==> config.mk <==
export PLATFORM = sky130hd
export DESIGN_NAME = de_scoreboard
export DESIGN_NICKNAME = d
export VERILOG_FILES = /design/src/rtl/de_pkg.sv /design/src/rtl/de_sb_counter.sv /design/src/rtl/de_scoreboard.sv
export SDC_FILE = /design/constraint.sdc
export NUM_CORES = 1
export LEC_CHECK = 0
export CORE_MARGIN = 5
export CORE_UTILIZATION = 40
export CTS_CLUSTER_SIZE = 10
export DETAILED_ROUTE_END_ITERATION = 10
export HOLD_SLACK_MARGIN = 0.03
export PLACE_DENSITY = 0.71
export SYNTH_ARGS = -nofsm -noshare
export SYNTH_HDL_FRONTEND = slang
export SYNTH_SLANG_ARGS = --single-unit
==> constraint.sdc <==
create_clock -name clk -period 7.52 [get_ports clk]
set_input_delay 0.752 -clock clk [delete_from_list [all_inputs] [get_ports clk]]
set_output_delay 0.752 -clock clk [all_outputs]
set_load 0.01 [all_outputs]
==> src/rtl/de_pkg.sv <==
// de_pkg: shared decode-stage constants and helpers.
//   DE_NREGS / DE_REGNOBITS : architectural register file geometry
//   DE_CNTBITS              : default scoreboard counter width
//   CNT_MAX(cntbits)        : largest value a cntbits-wide counter may hold
//   DEC_BITS(nwb)           : width needed to count up to nwb retirements
package de_pkg;

  localparam int DE_NREGS     = 32;
  localparam int DE_REGNOBITS = 5;
  localparam int DE_CNTBITS   = 2;

  function automatic int CNT_MAX(input int cntbits);
    return (1 << cntbits) - 1;
  endfunction

  function automatic int DEC_BITS(input int nwb);
    return $clog2(nwb + 1);
  endfunction

endpackage

==> src/rtl/de_sb_counter.sv <==
// de_sb_counter: one per-register in-flight writer counter.
//   clk, reset   : clock, asynchronous active-high reset
//   inc_i        : one new writer issued this cycle
//   dec_i        : number of writeback ports retiring this register now
//   cnt_o        : current (registered) count
//   cnt_d_o      : count that will be loaded on the next posedge
//   underflow_o  : more retirements than writers this cycle (count clamps to 0)
module de_sb_counter
  import de_pkg::*;
#(
  parameter int CNTBITS = DE_CNTBITS,
  parameter int DECBITS = 1
) (
  input  logic               clk,
  input  logic               reset,
  input  logic               inc_i,
  input  logic [DECBITS-1:0] dec_i,
  output logic [CNTBITS-1:0] cnt_o,
  output logic [CNTBITS-1:0] cnt_d_o,
  output logic               underflow_o
);

  // Wide enough for count+inc and for dec without overflow.
  localparam int EW = ((CNTBITS + 1 > DECBITS) ? CNTBITS + 1 : DECBITS) + 1;
  localparam logic [EW-1:0] MAXV = EW'(CNT_MAX(CNTBITS));

  logic [CNTBITS-1:0] cnt_q;
  logic [EW-1:0]      up_w;
  logic [EW-1:0]      dec_w;
  logic [EW-1:0]      diff_w;
  logic               uf;

  // Clamp to 0 on underflow and to MAX on (unreachable in normal use) overflow.
  function automatic logic [CNTBITS-1:0] clamp_cnt(input logic [EW-1:0] v,
                                                   input logic uf_in);
    if (uf_in)          return '0;
    else if (v > MAXV)  return MAXV[CNTBITS-1:0];
    else                return v[CNTBITS-1:0];
  endfunction

  assign up_w   = EW'(cnt_q) + EW'(inc_i);
  assign dec_w  = EW'(dec_i);
  assign uf     = dec_w > up_w;
  assign diff_w = up_w - dec_w;

  assign cnt_d_o     = clamp_cnt(diff_w, uf);
  assign cnt_o       = cnt_q;
  assign underflow_o = uf;

  always_ff @(posedge clk or posedge reset) begin
    if (reset) cnt_q <= '0;
    else       cnt_q <= cnt_d_o;
  end

endmodule

==> src/rtl/de_scoreboard.sv <==
// de_scoreboard: decode-stage register scoreboard.
// Tracks outstanding writes per architectural register and produces the DE
// stall and issue-fire qualifier. Register 0 is never tracked.
//   clk, reset            : clock, asynchronous active-high reset
//   issue_valid/_wr_reg   : instruction in DE, and whether it writes rd
//   issue_rd              : destination register
//   src_valid/src_regno   : NSRC source operands, operand i at [i*REGNOBITS +: REGNOBITS]
//   flush                 : redirect, kills the DE instruction this cycle
//   wb_valid/wb_regno     : NWB writeback ports retiring register writes
//   stall, issue_fire     : combinational DE control
//   pending_mask          : registered, bit r set while register r has writers in flight
//   outstanding           : registered total of all counters
//   err_underflow         : registered sticky underflow flag
// Build option: define DE_SB_WB_BYPASS_EN when the register file writes on
// negedge, so a source whose last pending writers retire this cycle does not stall.
module de_scoreboard
  import de_pkg::*;
#(
  parameter int NREGS     = DE_NREGS,
  parameter int REGNOBITS = DE_REGNOBITS,
  parameter int NSRC      = 2,
  parameter int NWB       = 1,
  parameter int CNTBITS   = DE_CNTBITS
) (
  input  logic                        clk,
  input  logic                        reset,
  input  logic                        issue_valid,
  input  logic                        issue_wr_reg,
  input  logic [REGNOBITS-1:0]        issue_rd,
  input  logic [NSRC-1:0]             src_valid,
  input  logic [NSRC*REGNOBITS-1:0]   src_regno,
  input  logic                        flush,
  input  logic [NWB-1:0]              wb_valid,
  input  logic [NWB*REGNOBITS-1:0]    wb_regno,
  output logic                        stall,
  output logic                        issue_fire,
  output logic [NREGS-1:0]            pending_mask,
  output logic [REGNOBITS+CNTBITS-1:0] outstanding,
  output logic                        err_underflow
);

  localparam int MAXC    = CNT_MAX(CNTBITS);
  localparam int DECBITS = DEC_BITS(NWB);
  localparam int OUTW    = REGNOBITS + CNTBITS;
`ifdef DE_SB_WB_BYPASS_EN
  localparam int CW      = (CNTBITS > DECBITS) ? CNTBITS : DECBITS;
`endif

  logic [NREGS-1:0][CNTBITS-1:0] cnt_q;
  logic [NREGS-1:0][CNTBITS-1:0] cnt_d;
  logic [NREGS-1:1][DECBITS-1:0] dec_r;
  logic [NREGS-1:0]              uf_r;

  logic [NREGS-1:0]     pending_mask_q, pending_mask_d;
  logic [OUTW-1:0]      outstanding_q, outstanding_d;
  logic                 err_q, err_d;

  logic                 hazard;
  logic                 full;
  logic [REGNOBITS-1:0] sreg;

  // Number of writeback ports retiring register rn this cycle.
  function automatic logic [DECBITS-1:0] wb_hits(input logic [REGNOBITS-1:0] rn);
    logic [DECBITS-1:0] n;
    n = '0;
    for (int p = 0; p < NWB; p++) begin
      if (wb_valid[p] && wb_regno[p*REGNOBITS +: REGNOBITS] == rn) n = n + DECBITS'(1);
    end
    return n;
  endfunction

  always_comb begin
    for (int r = 1; r < NREGS; r++) dec_r[r] = wb_hits(REGNOBITS'(r));
  end

  // Register 0 is hardwired: never counts, never underflows.
  assign cnt_q[0] = '0;
  assign cnt_d[0] = '0;
  assign uf_r[0]  = 1'b0;

  for (genvar r = 1; r < NREGS; r++) begin : g_cnt
    logic inc;
    assign inc = issue_fire & issue_wr_reg & (issue_rd == REGNOBITS'(r));
    de_sb_counter #(
      .CNTBITS (CNTBITS),
      .DECBITS (DECBITS)
    ) u_cnt (
      .clk         (clk),
      .reset       (reset),
      .inc_i       (inc),
      .dec_i       (dec_r[r]),
      .cnt_o       (cnt_q[r]),
      .cnt_d_o     (cnt_d[r]),
      .underflow_o (uf_r[r])
    );
  end

  always_comb begin
    hazard = 1'b0;
    sreg   = '0;
    for (int s = 0; s < NSRC; s++) begin
      sreg = src_regno[s*REGNOBITS +: REGNOBITS];
      if (src_valid[s] && sreg != '0 && cnt_q[sreg] != '0
`ifdef DE_SB_WB_BYPASS_EN
          // All pending writers retire now; the negedge write lands before the read.
          && CW'(cnt_q[sreg]) != CW'(wb_hits(sreg))
`endif
         ) hazard = 1'b1;
    end
    // A saturated counter cannot accept another writer, so hold the issue.
    full  = issue_wr_reg && issue_rd != '0 && cnt_q[issue_rd] == CNTBITS'(MAXC);
    stall = issue_valid & (hazard | full);
  end

  assign issue_fire = issue_valid & ~stall & ~flush;

  // Aggregates are built from next-state counts so they track the counters
  // on the same posedge.
  always_comb begin
    pending_mask_d = '0;
    outstanding_d  = '0;
    for (int r = 0; r < NREGS; r++) begin
      pending_mask_d[r] = cnt_d[r] != '0;
      outstanding_d     = outstanding_d + OUTW'(cnt_d[r]);
    end
    err_d = err_q | (|uf_r);
  end

  always_ff @(posedge clk or posedge reset) begin
    if (reset) begin
      pending_mask_q <= '0;
      outstanding_q  <= '0;
      err_q          <= 1'b0;
    end else begin
      pending_mask_q <= pending_mask_d;
      outstanding_q  <= outstanding_d;
      err_q          <= err_d;
    end
  end

  assign pending_mask  = pending_mask_q;
  assign outstanding   = outstanding_q;
  assign err_underflow = err_q;

endmodule
==> Word level (Yosys, flattened, before mapping) <==
Cells that the tools add are included.
{ "totals": {"latchBits": 0, "output_inout_bits": 42, "memories": 0, "ram_bits": 0, "wordCells": 468, "in_bits": 28, "mem_bits_ro": 0, "regBits": 101} }
{ "op_classes": {"mux": 101, "mul": 0, "add_sub_neg": 92, "div": 0, "magnitude_cmp": 65, "n_eq_ne": 63, "bitwise_logic": 39, "n_shift": 0, "n_reduce_logical": 74} }
{ "op_table": {"columns": ["operator", "n"], "rows": [
  ["$add 7x2->7", 25],
  ["$eq 5x5->1 const B", 32],
  ["$mux 2", 65],
  ["$gt 1x4->1", 31],
  ["$gt 4x2->1 const B", 31],
  ["$sub 4x1->4", 31],
  ["$add 2x1->3", 31],
  ["$eq 5x4->1 const B", 16],
  ["$reduce_bool 2->1", 33],
  ["$eq 5x3->1 const B", 8],
  ["$logic_and 1x1->1", 37],
  ["$and 1x1->1", 35],
  ["$mux 1", 33],
  ["$reduce_or 31->1", 1],
  ["$bmux 2 s5", 3],
  ["$eq 5x2->1 const B", 4],
  ["$lt 5x6->1 const B", 3],
  ["$reduce_bool 5->1", 3],
  ["$eq 5x1->1 const B", 2],
  ["$add 6x2->7", 1],
  ["$add 5x2->6", 1],
  ["$add 4x2->5", 1],
  ["$add 3x2->4", 1],
  ["$add 2x2->3", 1],
  ["other kinds (3)", 5]
]} }

==> Longest topological paths before layout <==
{ "depth": {"depth_word": 48, "depth_mapped": 37, "mapped_depth_nobuf": 34} }

==> Modules after synthesis <==
Synthesis repeated with hierarchy kept, for this count alone.
{ "unflattened": {"hier_cells": 1129, "area_unflattened_um2": 10717.8} }
{ "modules_own_cells": {"columns": ["module", "cells_per_inst", "area_per_inst_um2", "n_inst", "seq_area_each_um2"], "rows": [
  ["de_sb_counter", 18, 181.4, 31, 50.0],
  ["de_scoreboard", 571, 5093.6, 1, 975.9]
]} }

==> Worst setup path before layout <==
OpenSTA, ideal clock, no wires.
{ "synth_timing": {"path_kind": "input -> register", "startpoint": "input port issue_rd[1]", "endpoint": "register outstanding_q[5] (netlist: outstanding[5])", "stages": 35, "arrival_ns": 8.478, "required_ns": 7.397, "path_slack_ns": -1.080, "setup_time_ns": 0.123, "n_path_buf": 3, "cell_sequence": "buf_2 clkbuf_1 mux4_2 a22oi_1 o21ai_0 a32oi_1 o2111ai_2 buf_6 nor3_1 ha_1 inv_1 ha_1 inv_1 ha_1 ha_1 a21boi_0 a21oi_1 fa_1 fa_1 inv_1 fa_1 fa_1 inv_1 fa_1 fa_1 inv_1 fa_1 inv_1 ha_1 inv_1 fa_1 inv_1 a21o_1 a21oi_1 xnor2_1"} }
{ "synth_rtl": {"columns": ["element", "line", "text"], "rows": [
  ["start, declared", "de_scoreboard.sv:29", "input logic [REGNOBITS-1:0] issue_rd,"],
  ["end signal, assigned", "de_scoreboard.sv:136", "outstanding_q <= outstanding_d;"],
  ["end, declared", "de_scoreboard.sv:55", "logic [OUTW-1:0] outstanding_q, outstanding_d;"]
]} }

==> results.tsv <==
metric	value	unit
Detailed Place HPWL	26.2	mm
CP startpoint	src_regno[1]	
WL met3	2.12	mm
maximum clock frequency	120	MHz
Diodes inserted	0	
CP arrival	8.64	ns
failing checks	negative setup slack	
data required time at the worst endpoint	7.80	ns
CTS Buf Count	9	
syn_nets	1412	
status	finished, violations left	
Final Hold Fails	0	
async set-reset flop share out of synthesis	100	%
CTS tree	built	
vias in the first global route	9779	
Worst setup SP type	input pin	
reg2reg start	g_cnt[14].u_cnt.cnt_o[1]	
largest net degree at the start of global routing	66	
post-route clock period utilization	111	%
initial antenna violation count	0	
YS warnings	0	
syn_area_per_cell	9.73	µm²
Sum Neg Setup Slack	-3.96	ns
Top Metal Used	met4	
Placed Cells	1743	
Buffers on Ports	68	
Setup violations, final	6	
die height	172	µm
1st-pass router iterations	5	
crit path kind	in2reg	
IO Count	70	
max cap viols	0	
largest area contributor in the netlist	ha_1	
CTS Root Cell	clkbuf_16	
Worst R2R Path Depth	34	
post-route ant nets	0	
WHS	0.639	ns
cell row count	59	
Die X	172	µm
GP Congestion	1.03	
die area	29700	µm²
global route overflow	0	
Slew Limit Headroom	39.8	%
Slew Viols, Final	0	
initial drt markers	673	
overall routing resource usage	22.7	%
wl on met1	13.8	mm
Crit Path Max Fanout	6	
Clock Path Buffers	2	
vias	9043	
share of the synthesized area in the top cell type	25.8	%
H-tree depth	3	
WL met2	15.9	mm
Post-synth EDFFs	0	
Post-Syn Area	10500	µm²
RSZ-0062 raised after global routing	true	
Gate Count Post-Synth	1082	
slew of the pin with the lowest slew margin	0.903	ns
routed len/inst	18.4	µm
Synth Flop Type	dfrtp_1	
Via density	5.05	
Reg2Reg Setup Slack	-0.75	ns
initial core utilization	40.5	%
final net count	1781	
Worst-Skew Late Latency	0.36	ns
library cells used by synthesis	59	
Filler cells	2130	
final worst slack	-0.842	ns
type of destination of the critical path	flop	
Clock Skews	0.00994	ns
critical path's slowest cell	fa_1	
# DRC	0	
clk sinks	101	
CP peak stage delay	0.60	ns
Hold WC Path Type	reg2reg	
first-pass GRT wire length	51.6	mm
Worst Setup EP	outstanding[5]	
core area	26000	µm²
ranking of synthesized cells by area	ha_1, dfrtp_1, fa_1, inv_1, mux4_2	
sequential fraction of the synthesis area	24.0	%
register bit total from synthesis	101	
synthesis-to-finish area growth	44.7	%
layout cells sized above 1	35.5	%
Worst-path clk slew	0.08	ns
worst reg2reg endpoint	outstanding[5]	
final WL	33.0	mm
fin cells	1791	
fin crit period	8.36	ns
==> Yosys cell counts (3+ instances only) <==
cell type	n
or2_2	9
mux2i_1	5
or3_1	5
nand2_1	51
inv_1	294
xnor2_1	5
nand3b_1	5
ha_1	217
nand2b_1	19
a31oi_1	20
dfrtp_1	101
buf_6	3
a21oi_1	15
o211ai_1	6
a21o_1	5
nor2b_1	7
a2111oi_0	3
mux4_2	16
o21ai_0	20
nand4b_1	3
a31o_2	10
a21boi_0	3
nor3_1	41
nand3_1	8
nor2_1	54
a221oi_1	3
clkbuf_1	8
fa_1	85
nand4_1	4
nor4_1	16
buf_2	6
and2_1	3
==> area by class of cell <==
class,count,area (µm²),share of cell area (%)
well taps,335,419,2.75
repair buffers,376,3160,20.7
inverters,295,1130,7.44
multi-input cells,668,7720,50.7
clock inverters,7,48.8,0.320
clock buffers,9,225,1.48
flip-flops and latches,101,2530,16.6
==> routing by layer <==
layer / up-vias / global-route usage [%]
met5: - / 0
met4: 0 / 8.68
met3: 71 / 2.65
met2: 318 / 37.7
met1: 4487 / 30.5
li1: 4167 / -
==> state kept, by name (all words and copies together), names as in the netlist <==
register	flops
g_cnt.u_cnt.cnt_o	62
pending_mask	31
outstanding	7
err_underflow	1
==> cell families after synthesis <==
kind of cell | Yosys count | synth area share, %
AND/OR/NAND/NOR | 234 | 11.2
adder cells (fa/ha/maj) | 302 | 42.0
other | 1 | 0.0356
XOR/XNOR | 5 | 0.416
multiplexers | 22 | 4.01
AO/OA/AOI/OAI | 104 | 6.84
flip-flops | 101 | 24.0
buffers and inverters | 313 | 11.5
==> repair_timing <==
item,4_1_cts,5_1_grt
hold endpoints to repair,0,0
pin swaps,61,63
gates cloned,3,1
buffers inserted,21,9
endpoints found under the setup margin,7,7
gates resized for setup,151,80
hold buffers,0,0
==> worst min-delay path by stage <==
stage | startpoint | cells after the start | endpoint | slack [ns]
3_5_place_dp | err_underflow | 3 | err_underflow | 0.62
4_1_cts | err_underflow | 3 | err_underflow | 0.64
6_report | err_underflow | 3 | err_underflow | 0.64
3_3_place_gp | err_underflow | 3 | err_underflow | 0.61
5_1_grt | err_underflow | 3 | err_underflow | 0.68
2_1_floorplan | err_underflow | 3 | err_underflow | 0.61
==> metrics by stage <==
step / area (µm²) / setup slack [ns] / util (%)
after floorplan: 10700 / -0.628 / -
after global placement: 13800 / -1.68 / 52.9
after detailed placement: 13800 / -1.79 / 52.9
after CTS: 14800 / -0.901 / 57.0
after global routing: 15200 / -1.08 / 58.6
final: 15200 / -0.842 / 58.6
==> layout by cell type (no fill, tap or decap), types with 17 or more instances in the layout <==
cell and count:
nor2_1 51, buf_4 289, o21ai_0 18, ha_4 18, inv_1 268, nor3_1 21
clkdlybuf4s50_1 58, ha_2 17, nand2_1 51, ha_1 182, inv_2 21, fa_2 20
nand2b_1 19, fa_1 65, dfrtp_1 101
==> critical path, delay by kind of cell <==
| family | cells | cell delay [ns] |
|---|---|---|
| multiplexers | 1 | 0.50 |
| XOR/XNOR | 1 | 0.16 |
| buffers and inverters | 13 | 1.20 |
| AO/OA/AOI/OAI | 6 | 0.76 |
| adder cells (fa/ha/maj) | 13 | 4.78 |
| AND/OR/NAND/NOR | 2 | 0.49 |
Power is not shown: default switching activity piles up to over one toggle a cycle in this logic, so the estimate is an artifact.
